[src/rtl/program_loader_if.sv]
// Byte-stream input and instruction-memory write bus of the program loader.
//   in_valid / in_data / in_ready : valid/ready byte stream into the loader
//   wr_en / wr_addr / wr_data     : write strobe, address and data toward instruction memory
// slave  : the loader (consumes the stream, drives the write bus)
// master : the environment (drives the stream, observes the write bus)
interface program_loader_if #(
    parameter int unsigned ADDR_W = 4,
    parameter int unsigned DATA_W = 8
) ();
    logic              in_valid;
    logic [DATA_W-1:0] in_data;
    logic              in_ready;
    logic              wr_en;
    logic [ADDR_W-1:0] wr_addr;
    logic [DATA_W-1:0] wr_data;

    modport slave (
        input  in_valid, in_data,
        output in_ready, wr_en, wr_addr, wr_data
    );

    modport master (
        output in_valid, in_data,
        input  in_ready, wr_en, wr_addr, wr_data
    );
endinterface

[src/rtl/program_loader.sv]
// Program loader: receives a framed byte stream (length, payload, checksum)
// and writes the payload into instruction memory from address 0, holding the
// CPU halted while loading and reporting done or error at the end of a frame.
//   i_clk          : clock, rising edge
//   i_rst          : synchronous active-high reset
//   i_start        : one-cycle pulse that begins a load from IDLE/DONE/ERR
//   bus            : byte stream in, instruction-memory write bus out
//   o_cpu_hold     : CPU halt request
//   o_done         : last load succeeded
//   o_error        : last load failed
//   o_loaded_count : payload bytes written in the current or last load
module program_loader #(
    parameter int unsigned ADDR_W  = 4,
    parameter int unsigned DATA_W  = 8,
    parameter int unsigned TIMEOUT = 1024,
    parameter int unsigned TO_W    = 11
) (
    input  logic            i_clk,
    input  logic            i_rst,
    input  logic            i_start,
    program_loader_if.slave bus,
    output logic            o_cpu_hold,
    output logic            o_done,
    output logic            o_error,
    output logic [ADDR_W:0] o_loaded_count
);
    localparam int unsigned       CNT_W   = ADDR_W + 1;
    localparam logic [DATA_W-1:0] MAX_LEN = DATA_W'(2 ** ADDR_W);
    localparam logic [TO_W-1:0]   TO_LAST = TO_W'(TIMEOUT - 1);

    typedef enum logic [2:0] {S_IDLE, S_LEN, S_DATA, S_CSUM, S_DONE, S_ERR} state_t;

    state_t            r_state,    w_state_nx;
    logic              r_in_ready, w_in_ready_nx;
    logic              r_wr_en,    w_wr_en_nx;
    logic [ADDR_W-1:0] r_wr_addr,  w_wr_addr_nx;
    logic [DATA_W-1:0] r_wr_data,  w_wr_data_nx;
    logic              r_cpu_hold, w_cpu_hold_nx;
    logic              r_done,     w_done_nx;
    logic              r_error,    w_error_nx;
    logic [CNT_W-1:0]  r_count,    w_count_nx;
    logic [CNT_W-1:0]  r_len,      w_len_nx;
    logic [DATA_W-1:0] r_sum,      w_sum_nx;
    logic [TO_W-1:0]   r_to_cnt,   w_to_cnt_nx;
    logic              w_xfer;
    logic              w_active;
    logic              w_fail;
    logic [CNT_W-1:0]  w_count_inc;

    assign w_xfer      = bus.in_valid && r_in_ready;
    assign w_active    = (r_state == S_LEN) || (r_state == S_DATA) || (r_state == S_CSUM);
    assign w_count_inc = r_count + CNT_W'(1);

    // Next-state and next-output logic
    always_comb begin
        w_state_nx    = r_state;
        w_in_ready_nx = r_in_ready;
        w_wr_en_nx    = 1'b0;
        w_wr_addr_nx  = r_wr_addr;
        w_wr_data_nx  = r_wr_data;
        w_cpu_hold_nx = r_cpu_hold;
        w_done_nx     = r_done;
        w_error_nx    = r_error;
        w_count_nx    = r_count;
        w_len_nx      = r_len;
        w_sum_nx      = r_sum;
        w_to_cnt_nx   = r_to_cnt;
        w_fail        = 1'b0;

        // Idle-cycle watchdog; a transfer in the same cycle takes precedence
        if (w_active) begin
            if (w_xfer) begin
                w_to_cnt_nx = '0;
            end else if (r_to_cnt == TO_LAST) begin
                w_fail = 1'b1;
            end else begin
                w_to_cnt_nx = r_to_cnt + TO_W'(1);
            end
        end

        case (r_state)
            S_IDLE, S_DONE, S_ERR: begin
                if (i_start) begin
                    w_state_nx    = S_LEN;
                    w_done_nx     = 1'b0;
                    w_error_nx    = 1'b0;
                    w_count_nx    = '0;
                    w_sum_nx      = '0;
                    w_to_cnt_nx   = '0;
                    w_cpu_hold_nx = 1'b1;
                    w_in_ready_nx = 1'b1;
                end
            end
            S_LEN: begin
                if (w_xfer) begin
                    if ((bus.in_data == '0) || (bus.in_data > MAX_LEN)) begin
                        w_fail = 1'b1;
                    end else begin
                        w_len_nx   = CNT_W'(bus.in_data);
                        w_state_nx = S_DATA;
                    end
                end
            end
            S_DATA: begin
                // Payload address equals the number of bytes already written
                if (w_xfer) begin
                    w_wr_en_nx   = 1'b1;
                    w_wr_addr_nx = r_count[ADDR_W-1:0];
                    w_wr_data_nx = bus.in_data;
                    w_sum_nx     = r_sum + bus.in_data;
                    w_count_nx   = w_count_inc;
                    if (w_count_inc == r_len) begin
                        w_state_nx = S_CSUM;
                    end
                end
            end
            S_CSUM: begin
                if (w_xfer) begin
                    if (bus.in_data == r_sum) begin
                        w_state_nx    = S_DONE;
                        w_done_nx     = 1'b1;
                        w_cpu_hold_nx = 1'b0;
                        w_in_ready_nx = 1'b0;
                    end else begin
                        w_fail = 1'b1;
                    end
                end
            end
            default: begin
                w_state_nx = S_IDLE;
            end
        endcase

        // Any failure parks in ERR with the CPU still held
        if (w_fail) begin
            w_state_nx    = S_ERR;
            w_error_nx    = 1'b1;
            w_done_nx     = 1'b0;
            w_in_ready_nx = 1'b0;
            w_cpu_hold_nx = 1'b1;
        end
    end

    // State and output registers
    always_ff @(posedge i_clk) begin
        if (i_rst) begin
            r_state    <= S_IDLE;
            r_in_ready <= 1'b0;
            r_wr_en    <= 1'b0;
            r_wr_addr  <= '0;
            r_wr_data  <= '0;
            r_cpu_hold <= 1'b0;
            r_done     <= 1'b0;
            r_error    <= 1'b0;
            r_count    <= '0;
            r_len      <= '0;
            r_sum      <= '0;
            r_to_cnt   <= '0;
        end else begin
            r_state    <= w_state_nx;
            r_in_ready <= w_in_ready_nx;
            r_wr_en    <= w_wr_en_nx;
            r_wr_addr  <= w_wr_addr_nx;
            r_wr_data  <= w_wr_data_nx;
            r_cpu_hold <= w_cpu_hold_nx;
            r_done     <= w_done_nx;
            r_error    <= w_error_nx;
            r_count    <= w_count_nx;
            r_len      <= w_len_nx;
            r_sum      <= w_sum_nx;
            r_to_cnt   <= w_to_cnt_nx;
        end
    end

    assign bus.in_ready   = r_in_ready;
    assign bus.wr_en      = r_wr_en;
    assign bus.wr_addr    = r_wr_addr;
    assign bus.wr_data    = r_wr_data;
    assign o_cpu_hold     = r_cpu_hold;
    assign o_done         = r_done;
    assign o_error        = r_error;
    assign o_loaded_count = r_count;
endmodule

[src/flat_wrapper.sv]
// flat-port wrapper written by rule: the top's interface ports become plain ports
module program_loader_flat 
#(
    parameter int unsigned ADDR_W  = 4,
    parameter int unsigned DATA_W  = 8,
    parameter int unsigned TIMEOUT = 1024,
    parameter int unsigned TO_W    = 11
)
  (i_clk, i_rst, i_start, o_cpu_hold, o_done, o_error, o_loaded_count, bus_in_valid, bus_in_data, bus_in_ready, bus_wr_en, bus_wr_addr, bus_wr_data);
  program_loader_if #(.ADDR_W(ADDR_W), .DATA_W(DATA_W)) bus_i ();
  input  logic i_clk;
  input  logic i_rst;
  input  logic i_start;
  output logic o_cpu_hold;
  output logic o_done;
  output logic o_error;
  output logic [ADDR_W:0] o_loaded_count;
  input wire logic [$bits(bus_i.in_valid)-1:0] bus_in_valid;
  input wire logic [$bits(bus_i.in_data)-1:0] bus_in_data;
  output wire logic [$bits(bus_i.in_ready)-1:0] bus_in_ready;
  output wire logic [$bits(bus_i.wr_en)-1:0] bus_wr_en;
  output wire logic [$bits(bus_i.wr_addr)-1:0] bus_wr_addr;
  output wire logic [$bits(bus_i.wr_data)-1:0] bus_wr_data;
  assign bus_i.in_valid = bus_in_valid;
  assign bus_i.in_data = bus_in_data;
  assign bus_in_ready = bus_i.in_ready;
  assign bus_wr_en = bus_i.wr_en;
  assign bus_wr_addr = bus_i.wr_addr;
  assign bus_wr_data = bus_i.wr_data;
  program_loader #(.ADDR_W(ADDR_W), .DATA_W(DATA_W), .TIMEOUT(TIMEOUT), .TO_W(TO_W)) u_core (.i_clk(i_clk), .i_rst(i_rst), .i_start(i_start), .bus(bus_i), .o_cpu_hold(o_cpu_hold), .o_done(o_done), .o_error(o_error), .o_loaded_count(o_loaded_count));
endmodule
[config.mk]
export PLATFORM = sky130hd
export DESIGN_NAME = program_loader_flat
export DESIGN_NICKNAME = d
export VERILOG_FILES = /design/src/rtl/program_loader_if.sv /design/src/rtl/program_loader.sv /design/src/flat_wrapper.sv
export SDC_FILE = /design/constraint.sdc
export NUM_CORES = 1
export LEC_CHECK = 0
export ABC_AREA = 1
export CAP_MARGIN = 10
export CORE_UTILIZATION = 33
export CTS_CLUSTER_DIAMETER = 120
export DETAILED_ROUTE_END_ITERATION = 12
export PLACE_DENSITY_LB_ADDON = 0.05
export SLEW_MARGIN = 10
export SYNTH_ARGS = -nofsm -noshare
export SYNTH_HDL_FRONTEND = slang
export SYNTH_SLANG_ARGS = --single-unit
[constraint.sdc]
create_clock -name i_clk -period 2.2 [get_ports i_clk]
set_input_delay 0.44 -clock i_clk [delete_from_list [all_inputs] [get_ports i_clk]]
set_output_delay 0.44 -clock i_clk [all_outputs]
set_load 0.01 [all_outputs]
### Yosys cells after proc, flatten, opt, wreduce, memory -nomap -nowiden

Cells that the tools add are included.

* input port bits: 12
* flip-flop bits (word level): 49
* output and inout port bits: 22

* equal/unequal tests: 22
* add/subtract/negate cells: 3
* reduce and logical (&&, ||, !) cells: 22
* order comparisons: 1
* bitwise logic cells: 2
* muxes and demuxes: 40

Operators with widths (count)
* $mux W11: 5
* $mux W3: 8
* $mux W1: 17
* $mux W8: 2
* $pmux W8 S2: 1
* $reduce_and A7 Y1: 2
* $ne A3 B2 Y1 const B: 4
* $pmux W3 S4: 1
* $add A11 B1 Y11 const B: 1
* $eq A11 B10 Y1 const B: 1
* $mux W5: 2
* $pmux W5 S2: 1
* $ne A3 B1 Y1 const B: 3
* $add A8 B8 Y8: 1
* $eq A8 B8 Y1: 1
* $gt A8 B5 Y1 const B: 1
* $logic_not A8 Y1: 1
* $ne A2 B2 Y1 const B: 4
* $reduce_and A4 Y1: 2
* $reduce_bool A2 Y1: 4
* $eq A3 B2 Y1 const B: 2
* $eq A3 B3 Y1 const B: 2
* $ne A2 B1 Y1 const B: 3
* $pmux W1 S2: 3
* other kinds (12): 18

### Logic depth before layout (Yosys ltp)

* word-level depth: 9
* gate-level depth with buffers: 15
* mapped depth without buffers: 15

### Least setup slack after synthesis

Ideal clock, no wire load.

* kind: input-to-reg
* start: input bus_in_data[0]
* end: register u_core.r_sum[6]
* required time: 2.068 ns
* data arrival time: 1.780 ns
* path slack: 0.288 ns
* stages: 11
* library setup time: 0.132 ns
* path through: ha_1 -> inv_1 -> fa_1 -> nand3b_1 -> nand2_1 -> nand2_1 -> nand2_1 -> a21oi_1 -> or2_2 -> nand3_1 -> a21oi_1

* longest elaborated chain between the ends: 3

RTL lines
* start: declaration: RTL line flat_wrapper.sv:19 `input wire logic [$bits(bus_i.in_data)-1:0] bus_in_data;`
* $add A8 B8 Y8: RTL line program_loader.sv:110 `w_sum_nx = r_sum + bus.in_data;`
* $mux W8: RTL line program_loader.sv:106 `if (w_xfer) begin`
* $pmux W8 S2: RTL line program_loader.sv:81 `case (r_state)`
* end signal: assignment: RTL line program_loader.sv:170 `r_sum <= w_sum_nx;`
* end: declaration: RTL line program_loader.sv:43 `logic [DATA_W-1:0] r_sum, w_sum_nx;`

Every way passes these cells. The select of a mux whose other input is x is not followed.
A chain may end at the register's enable or synchronous reset.

### Worst setup path after layout

* start: input bus_in_data[1]
* end: register u_core.r_sum[6]

Same word-level chain as after synthesis.

==> results.md <==
- Status: completed
- Metal2 WL: 2750 um
- Drt wl/cell: 12.1 um
- Final Util: 44.2%
- WP data arrival: 2210 ps
- Nets: 438
- Vias post-DR: 2,453
- Final period util: 91.9%
- Gp weighted congestion: 0.816
- Seq/Total Area, Yosys: 38.8%
- Slowest-stage cell, CP: clkdlybuf4s50_1
- CP Capture Type: flop
- Hold-fix buffers, CTS: 0
- CP required: 2390 ps
- WL final: 6270 um
- Final Hold Slack: 455 ps
- Metal3 WL: 215 um
- Mapped Cells: 359
- DR iter-0 viols: 91
- DRC: 0
- Total of max-cap violations: 0
- VDD IR max: 0.335 mV
- Avg Cell Area, Syn: 7.05 um2
- Register area: 981 um2
- Core ar.: 7330 um2
- Sequence of cells on the critical path: clkdlybuf4s50_1, inv_1, fa_2, nand3b_1, nand2_2, nand2_1, nand2_1, a21oi_1, or2_2, nand3_1, a21oi_1
- First-pass GRT wire length: 10,700 um
- Critical path class: input port to flop
- Clock Path Buffers: 2
- Pleak: 0.00137 uW
- Buffers added on ports: 33
- Register bit total from synthesis: 49
- Synth warn: 0
- Multi-input logic area: 1340 um2
- Total Routing Usage GR: 17.6%
- Antenna diodes: 0
- Share of cells above drive strength 1: 13.7%
- Final WS setup: 179 ps
- DR pass1 iterations: 4
- Clock Root Buffer: clkbuf_8
- H-tree levels: 2
- Initial antenna violation count: 0
- Fill count: 776
- Reg clk slew, reported paths: 90 ps
- Worst Skew: 7.66 ps
- Max Freq: 495 MHz
- Largest net degree at the start of global routing: 23
- Worst skew pair latency: 310 ps
- Starting Density: 34.5%
- Die X: 89.6 um
- Post-DR vias/cell: 4.75
- Fin. max-slew vios: 0
- Unrepaired setup endpoints after global routing: false
- Antenna viol nets, final: 0
- Slew margin rel.: 73.7%
- Dpl ws: -307 ps
- Metal1 wirelength: 3200 um
- P per Cell Area: 710 nW/um2
- Die Y: 89.6 um
- Critical path peak fanout: 3
- Number of library cell types mapped by synthesis: 35
- Final setup fails: 0
- Row cnt: 31
- Area delta synth->final: 28.1%
- Number of global-route vias before repair: 2,326
- DR top layer: met4
- Inserted Clock Buffers: 5
- Ports: 34
- DIE AREA: 8020 um2
- Startpoint types: input port
- Crit path time final: 2020 ps
- GR Overflow Total: 0
- Critical Path Max Stage Delay: 490 ps
- Fin. Hold Viols: 0
- CTS sink cnt: 49
- Slew at the pin with the worst max-slew slack: 394 ps
- CTS tree: yes
- Post-Syn Nets: 381
- Mapped Area: 2530 um2
- Worst hold path class: flop to flop
- Dpl hpwl: 4620 um
- R2r setup slk: 380 ps
metrics by stage:
stage               instance area [um2]  total power, uW  instances  setup TNS, ps
floorplan                          2530             1480        359              0
global placement                   3140             1780        508          -1060
detailed placement                 3140             1780        508          -1240
CTS                                3220             2330        516              0
global route                       3240             2470        516              0
finish                             3240             2300        516              0
critical path, delay by kind of cell:
family                   cells  cell delay, ps
AND/OR/NAND/NOR              6             700
buffers and inverters        2             570
adder cells (fa/ha/maj)      1             380
AO/OA/AOI/OAI                2             130
synth_stat cells (all sizes together):
library cell	n	area [um2]
xnor2	1	8.76
xor2	2	17.5
inv	46	173
a31o	1	8.76
a21o	1	7.51
a21oi	40	208
dfxtp	49	981
buf	6	41.3
a22oi	1	7.51
a211oi	1	7.51
nand3b	2	15.0
nand3	24	120
a41oi	1	8.76
or2	4	25.0
fa	1	20.0
nand2	80	303
nor3	5	41.3
clkbuf	2	7.51
o41ai	1	8.76
o211ai	1	7.51
nand4	11	68.8
nor2	40	168
ha	9	113
o21ai	29	145
o21bai	1	18.8
report_power, final:
| group | leakage (uW) | total (uW) | internal, uW | switching, uW |
|---|---|---|---|---|
| Clock | 0.0000374 | 534 | 225 | 310 |
| Sequential | 0.000396 | 979 | 936 | 43.2 |
| Combinational | 0.000942 | 787 | 331 | 457 |
| Total | 0.00137 | 2300 | 1490 | 809 |
repair_timing:
item	4_1_cts	5_1_grt
gates resized for setup	0	5
hold endpoints to repair	0	0
endpoints found under the setup margin	0	4
setup buffers	0	0
layout by cell type (no fill, tap or decap), types with 2 or more instances in the layout:
cell type,instances
nand4_1,11
clkinvlp_4,2
clkdlybuf4s50_1,32
nand2_1,78
nor3_1,3
a21oi_1,38
clkbuf_8,5
or2_2,4
o21ai_0,27
nor2_1,35
inv_2,6
dfxtp_1,49
o21ai_1,2
nor2_2,4
xor2_1,2
ha_1,8
nand2_2,2
buf_4,24
inv_1,40
nand3_1,24
nand3b_1,2
area by class of cell:
| class | instances | area share [%] |
|---|---|---|
| Clock buffer | 6 | 2.24 |
| Clock inverter | 2 | 0.463 |
| Inverter | 46 | 5.33 |
| Multi-Input combinational cell | 256 | 41.4 |
| Sequential cell | 49 | 30.3 |
| Tap cell | 99 | 3.82 |
| Timing Repair Buffer | 58 | 16.4 |
sequential cells by signal, summed over array words and instances (netlist names):
signal	count
u_core.bus.in_ready	1
u_core.bus.wr_addr	4
u_core.bus.wr_data	8
u_core.bus.wr_en	1
u_core.o_cpu_hold	1
u_core.o_done	1
u_core.o_error	1
u_core.o_loaded_count	5
u_core.r_len	5
u_core.r_state	3
u_core.r_sum	8
u_core.r_to_cnt	11
worst paths after layout:
kind         cells past startpoint                from                  to
min reg2reg                      1  u_core.r_to_cnt[4]  u_core.r_to_cnt[4]
min                              1  u_core.r_to_cnt[4]  u_core.r_to_cnt[4]
max reg2reg                     11     u_core.r_sum[0]     u_core.r_sum[6]
max                             11      bus_in_data[1]     u_core.r_sum[6]
routing by layer:
| layer | vias up | GRT usage, % |
|---|---|---|
| met5 | - | 0 |
| met3 | 10 | 2.77 |
| met4 | 0 | 7.07 |
| met2 | 56 | 27.8 |
| li1 | 1298 | - |
| met1 | 1089 | 23.9 |
cells by family after synthesis:
| kind of cell | count (synthesis) | share of synthesized area (%) |
|---|---|---|
| AOI/OAI and AO/OA | 77 | 16.9 |
| buffers and inverters | 54 | 8.75 |
| adders and majority gates | 10 | 5.24 |
| and+or+nand+nor | 166 | 29.3 |
| xor gates and xnor gates | 3 | 1.04 |
| DFF | 49 | 38.8 |
No activity file was read; power rests on OpenSTA's default activity.
